[config.mk]
export PLATFORM = sky130hd
export DESIGN_NAME = hazard_sequencer
export DESIGN_NICKNAME = d
export VERILOG_FILES = /design/src/rtl/hazard_pkg.sv /design/src/rtl/hazard_detect.sv /design/src/rtl/hazard_sequencer.sv
export SDC_FILE = /design/constraint.sdc
export NUM_CORES = 1
export LEC_CHECK = 0
export CAP_MARGIN = 20
export CORE_MARGIN = 8
export CORE_UTILIZATION = 35
export DETAILED_ROUTE_END_ITERATION = 12
export HOLD_SLACK_MARGIN = 0.12
export PLACE_DENSITY = 0.95
export SYNTH_ARGS = -nofsm -noshare
export SYNTH_HDL_FRONTEND = slang
export SYNTH_SLANG_ARGS = --single-unit
[constraint.sdc]
create_clock -name clk -period 5.2 [get_ports clk]
set_input_delay 0.78 -clock clk [delete_from_list [all_inputs] [get_ports clk]]
set_output_delay 0.78 -clock clk [all_outputs]
set_load 0.1 [all_outputs]
[src/rtl/hazard_pkg.sv]
// hazard_pkg: shared types and constants for the hazard sequencer.
// States, stall-length constants and the zero-register id.
package hazard_pkg;

  typedef enum logic [1:0] {
    RUN,
    STALL,
    HOLD
  } state_t;

  localparam int REG_ZERO = 0;

  localparam int STALL_MAX_DEF = 2;
  typedef logic [$clog2(STALL_MAX_DEF+1)-1:0] stall_cnt_t;

  localparam int LOADUSE_STALL     = 1;
  localparam int LOAD_BRANCH_STALL = 2;
  localparam int ALU_BRANCH_STALL  = 1;
  localparam int MEM_BRANCH_STALL  = 1;

  function automatic int max2(input int a, input int b);
    return (a > b) ? a : b;
  endfunction

endpackage

[src/rtl/hazard_detect.sv]
// hazard_detect: combinational register-address compare.
// Produces the number of stall cycles the ID instruction needs.
module hazard_detect
  import hazard_pkg::*;
#(
  parameter int REG_ADDR_W = 5,
  parameter int CW         = 2
) (
  input  logic [REG_ADDR_W-1:0] id_rs,
  input  logic [REG_ADDR_W-1:0] id_rt,
  input  logic                  id_uses_rs,
  input  logic                  id_uses_rt,
  input  logic                  id_branch,
  input  logic                  ex_mem_read,
  input  logic                  ex_reg_write,
  input  logic [REG_ADDR_W-1:0] ex_write_reg,
  input  logic                  mem_mem_read,
  input  logic [REG_ADDR_W-1:0] mem_write_reg,
  output logic [CW-1:0]         need
);

  localparam logic [REG_ADDR_W-1:0] ZERO =
    REG_ADDR_W'(REG_ZERO);

  logic ex_hit;
  logic mem_hit;
  int   n_max;

  assign ex_hit =
    (ex_write_reg != ZERO) &&
    ((id_uses_rs && (id_rs == ex_write_reg)) ||
     (id_uses_rt && (id_rt == ex_write_reg)));

  assign mem_hit =
    (mem_write_reg != ZERO) &&
    ((id_uses_rs && (id_rs == mem_write_reg)) ||
     (id_uses_rt && (id_rt == mem_write_reg)));

  // worst case over every hazard source that matches
  always_comb begin
    n_max = 0;
    if (ex_mem_read && ex_hit)
      n_max = max2(n_max, id_branch ?
                   LOAD_BRANCH_STALL : LOADUSE_STALL);
    if (!ex_mem_read && ex_reg_write &&
        ex_hit && id_branch)
      n_max = max2(n_max, ALU_BRANCH_STALL);
    if (mem_mem_read && mem_hit && id_branch)
      n_max = max2(n_max, MEM_BRANCH_STALL);
    need = CW'(n_max);
  end

endmodule

[src/rtl/hazard_sequencer.sv]
// hazard_sequencer: front-end stall/bubble/flush sequencing.
// Optional perf counters under HAZARD_PERF_COUNTERS_EN.
module hazard_sequencer
  import hazard_pkg::*;
#(
  parameter int REG_ADDR_W = 5,
  parameter int MAX_STALL  = 2
) (
  input  logic                  clk,
  input  logic                  reset,
  input  logic                  holdInput,
  input  logic [REG_ADDR_W-1:0] idRsInput,
  input  logic [REG_ADDR_W-1:0] idRtInput,
  input  logic                  idUsesRsInput,
  input  logic                  idUsesRtInput,
  input  logic                  idBranchInput,
  input  logic                  branchTakenInput,
  input  logic                  jumpInput,
  input  logic                  exMemReadInput,
  input  logic                  exRegWriteInput,
  input  logic [REG_ADDR_W-1:0] exWriteRegInput,
  input  logic                  memMemReadInput,
  input  logic [REG_ADDR_W-1:0] memWriteRegInput,
  output logic                  pcWriteOutput,
  output logic                  ifIdWriteOutput,
  output logic                  idExBubbleOutput,
  output logic                  ifFlushOutput,
  output logic [31:0]           stallCountOutput,
  output logic [31:0]           flushCountOutput
);

  localparam int CW = $clog2(MAX_STALL+1);

  state_t        state_q;
  state_t        saved_q;
  state_t        eff;
  logic [CW-1:0] cnt_q;
  logic [CW-1:0] need;
  logic          pc_we;
  logic          ifid_we;
  logic          bubble;
  logic          flush;

  hazard_detect #(
    .REG_ADDR_W(REG_ADDR_W),
    .CW        (CW)
  ) u_detect (
    .id_rs        (idRsInput),
    .id_rt        (idRtInput),
    .id_uses_rs   (idUsesRsInput),
    .id_uses_rt   (idUsesRtInput),
    .id_branch    (idBranchInput),
    .ex_mem_read  (exMemReadInput),
    .ex_reg_write (exRegWriteInput),
    .ex_write_reg (exWriteRegInput),
    .mem_mem_read (memMemReadInput),
    .mem_write_reg(memWriteRegInput),
    .need         (need)
  );

  // HOLD behaves as the state it interrupted once hold drops
  assign eff = (state_q == HOLD) ? saved_q : state_q;

  // hold beats stall beats flush; stall cycles never flush
  always_comb begin
    pc_we   = 1'b1;
    ifid_we = 1'b1;
    bubble  = 1'b0;
    flush   = 1'b0;
    if (!reset) begin
      pc_we   = 1'b1;
    end else if (holdInput) begin
      pc_we   = 1'b0;
      ifid_we = 1'b0;
    end else if (eff == STALL || need != '0) begin
      pc_we   = 1'b0;
      ifid_we = 1'b0;
      bubble  = 1'b1;
    end else begin
      flush = jumpInput |
              (idBranchInput & branchTakenInput);
    end
  end

  // stall sequencing with hold save/resume
  always_ff @(posedge clk or negedge reset) begin
    if (!reset) begin
      state_q <= RUN;
      saved_q <= RUN;
      cnt_q   <= '0;
    end else if (holdInput) begin
      if (state_q != HOLD) begin
        saved_q <= state_q;
        state_q <= HOLD;
      end
    end else begin
      case (eff)
        RUN: begin
          if (need != '0) begin
            cnt_q   <= need - CW'(1);
            state_q <= (need > CW'(1)) ? STALL : RUN;
          end else begin
            state_q <= RUN;
          end
        end
        STALL: begin
          cnt_q   <= cnt_q - CW'(1);
          state_q <= (cnt_q <= CW'(1)) ? RUN : STALL;
        end
        default: state_q <= RUN;
      endcase
    end
  end

  assign pcWriteOutput    = pc_we;
  assign ifIdWriteOutput  = ifid_we;
  assign idExBubbleOutput = bubble;
  assign ifFlushOutput    = flush;

`ifdef HAZARD_PERF_COUNTERS_EN
  logic [31:0] stall_cnt_q;
  logic [31:0] flush_cnt_q;

  // count bubble and flush cycles, wrapping at 2^32
  always_ff @(posedge clk or negedge reset) begin
    if (!reset) begin
      stall_cnt_q <= '0;
      flush_cnt_q <= '0;
    end else begin
      if (bubble)
        stall_cnt_q <= stall_cnt_q + 32'd1;
      if (flush)
        flush_cnt_q <= flush_cnt_q + 32'd1;
    end
  end

  assign stallCountOutput = stall_cnt_q;
  assign flushCountOutput = flush_cnt_q;
`else
  assign stallCountOutput = '0;
  assign flushCountOutput = '0;
`endif

endmodule
==> metrics.yaml <==
outcome: "completed"
path_delay_family: "simple AND/OR/NAND/NOR gates"
routedWlPerCell_um: 12.0
htree_num_levels: 1
gp_congestion: 0.851
clockPowerShare: 0.104
fmax_mhz: 252
skew_ps: 3.18
cp_slowest_stage_delay_ps: 470
p_sw_mw: 0.262
synth_cells: 144
start_util: 0.371
synthTopCellsByArea: "buf_4 43%, dfrtp_1 13%, xor2_1 12%"
p_total_mw: 0.380
synth_area_mm2: 0.00114
numPortBuffers: 34
die_x_um: 73.1
synthMostInstantiatedCell: "buf_4"
crit_buf_inv: 2
avgViaCountPerCell: 3.88
ctsHoldBuffers: 0
seqPwrFrac: 0.146
hold_class: "reg -> reg"
seq_area_um2: 150
drt_iter0_markers: 62
syn_to_final_growth_pct: 13.6
cts_buffers: 3
grt_max_degree: 10
p_comb_frac: 0.750
critPathArrivalTime_ps: 3200
path_max_fanout: 5
required_ps: 4420
endpoint_kind: "primary output"
cts_resized: 0
yosysTopAreaCell: "buf_4"
path_class: "in -> out"
cts_tree: "done"
post-route-util: 0.421
fillers: 308
setup_viol: 0
clockBufferDepth: 2
io_pins: 99
diodes: 0
synth-seq-cells: 6
cts_root_buf: "clkbuf_4"
max-vdd-ir-drop_uv: 149
nets: 212
antenna_found_initial: 0
clk_latency_ps: 230
drtPass1Iterations: 4
grt_use_total: 0.0913
synth_area_per_cell_um2: 7.92
hold_slack_ps: 533
drcViolationCount: 0
ys_warn_count: 0
drv_cap: 0
routed_wl_um: 2660
dieArea_mm2: 0.00534
multi_input_area_um2: 727
period_needed_ps: 3980
ys_top_cells_by_count: "65 x buf_4, 16 x xor2_1, 9 x a21oi_1"
fp.dieH_um: 73.1
cts_sinks: 6
finalHoldViolCount: 0
post-route-period-util: 0.765
grt_pass1_wl_um: 3950
synth_cell_types: 32
synth_edf_count: 0
netSwitchingFraction: 0.689
rsz0062_at_grt: "false"
internal-power_mw: 0.118
num_rows: 20
ys_seq_area_frac: 0.132
cpMaxStageDelayCell: "clkdlybuf4s50_1"
place_inst: 218
antenna_left: 0
core_area_mm2: 0.00308
grt_overflow: 0
clk_pin_slew_worst_paths_ps: 40
async_reset_ff_frac: 1.00
hpwl_um: 2460
cts_setup_buffers: 0
synth_flop_cell: "dfrtp_1"
power_density_mw_per_mm2: 293
tns_ps: 0
crit_path_cell_trace: "clkdlybuf4s50_1 -> xor2_1 -> nor4_2 -> a32oi_1 -> nor3_2 -> o21bai_2 -> ha_1 -> nand2_1 -> nor4b_2 -> buf_4"
setup.worst_path.start_class: "input port"
grt_pass1_vias: 929
maxSlewViolCount: 0
p_leak_nw: 0.612
yosys.area.top_type_share: 0.428
drive_gt1_frac: 0.0678
stdcell_count: 221
dr_total_vias: 857
==> path summary, 6_finish.rpt <==
| check | to | cells after the start | from | slack, ps |
|---|---|---|---|---|
| max in group asynchronous | cnt_q[1] | 1 | reset | 4150 |
| min | saved_q[1] | 2 | saved_q[1] | 530 |
| max | ifFlushOutput | 10 | exWriteRegInput[1] | 1220 |
| min reg2reg | saved_q[1] | 2 | saved_q[1] | 530 |
| max reg2reg | cnt_q[0] | 6 | state_q[0] | 3750 |
| min in group asynchronous | saved_q[1] | 1 | reset | 810 |
==> sequential cells by signal (all words and copies together), names as in the netlist <==
name     count
cnt_q        2
saved_q      2
state_q      2
==> stage by stage <==
stage	area, um^2	setup WS [ps]
6_report	1300	1220
3_5_place_dp	1270	1220
2_1_floorplan	1380	532
5_1_grt	1300	1060
3_3_place_gp	1270	1270
4_1_cts	1300	1210
==> worst register-to-register path, cell delays in order, from the launching register on <==
cell and delay [ps]:
dfrtp_1 400, nor2_1 90, o21bai_1 370, nor3_1 110
a21oi_1 140, nand2_1 70, a21o_1 160
==> power groups by stage <==
stage | clock, mW | sequential (mW) | combinational, mW
floorplan | 0 | 0.0551 | 0.283
global placement | 0 | 0.0553 | 0.280
detailed placement | 0 | 0.0559 | 0.283
CTS | 0.0415 | 0.0553 | 0.283
global route | 0.0474 | 0.0556 | 0.294
finish | 0.0396 | 0.0554 | 0.285
==> cell families (layout without fill, tap and decap cells) <==
| logic type | count (synthesis) | after routing | synth area share |
|---|---|---|---|
| buffers and inverters | 70 | 40 | 0.444 |
| AND/OR/NAND/NOR | 26 | 26 | 0.136 |
| XOR/XNOR | 20 | 20 | 0.154 |
| AO/OA/AOI/OAI | 19 | 19 | 0.110 |
| flip-flops | 6 | 6 | 0.132 |
| adder cells (fa/ha/maj) | 2 | 2 | 0.0219 |
| other | 1 | 64 | 0.00329 |
==> per-layer routing <==
metal / part of all wire / GRT usage / up-vias
met3: 0.12 / 0.0330 / 0
met4: 0 / 0.0378 / 0
met1: 0.33 / 0.0748 / 391
met5: 0 / 0 / -
li1: - / - / 420
met2: 0.55 / 0.187 / 46
==> cell usage in the layout (no fill, tap or decap), types with 2 or more instances in the layout <==
master	count
conb_1	64
clkdlybuf4s50_1	30
xor2_1	16
a21oi_1	9
dfrtp_1	6
xnor2_1	4
nand3_1	4
nand2_1	4
buf_4	4
inv_1	3
nor4_1	3
nor3_1	3
nor2_1	3
clkbuf_4	3
or4_1	2
ha_1	2
==> layout make-up <==
class,count,share of cell area
tap,44,0.0425
multi-input combinational,131,0.561
clock buffer,3,0.0174
inverter,3,0.00869
sequential,6,0.116
timing repair buffer,34,0.255
(Power assumes the default switching activity.)
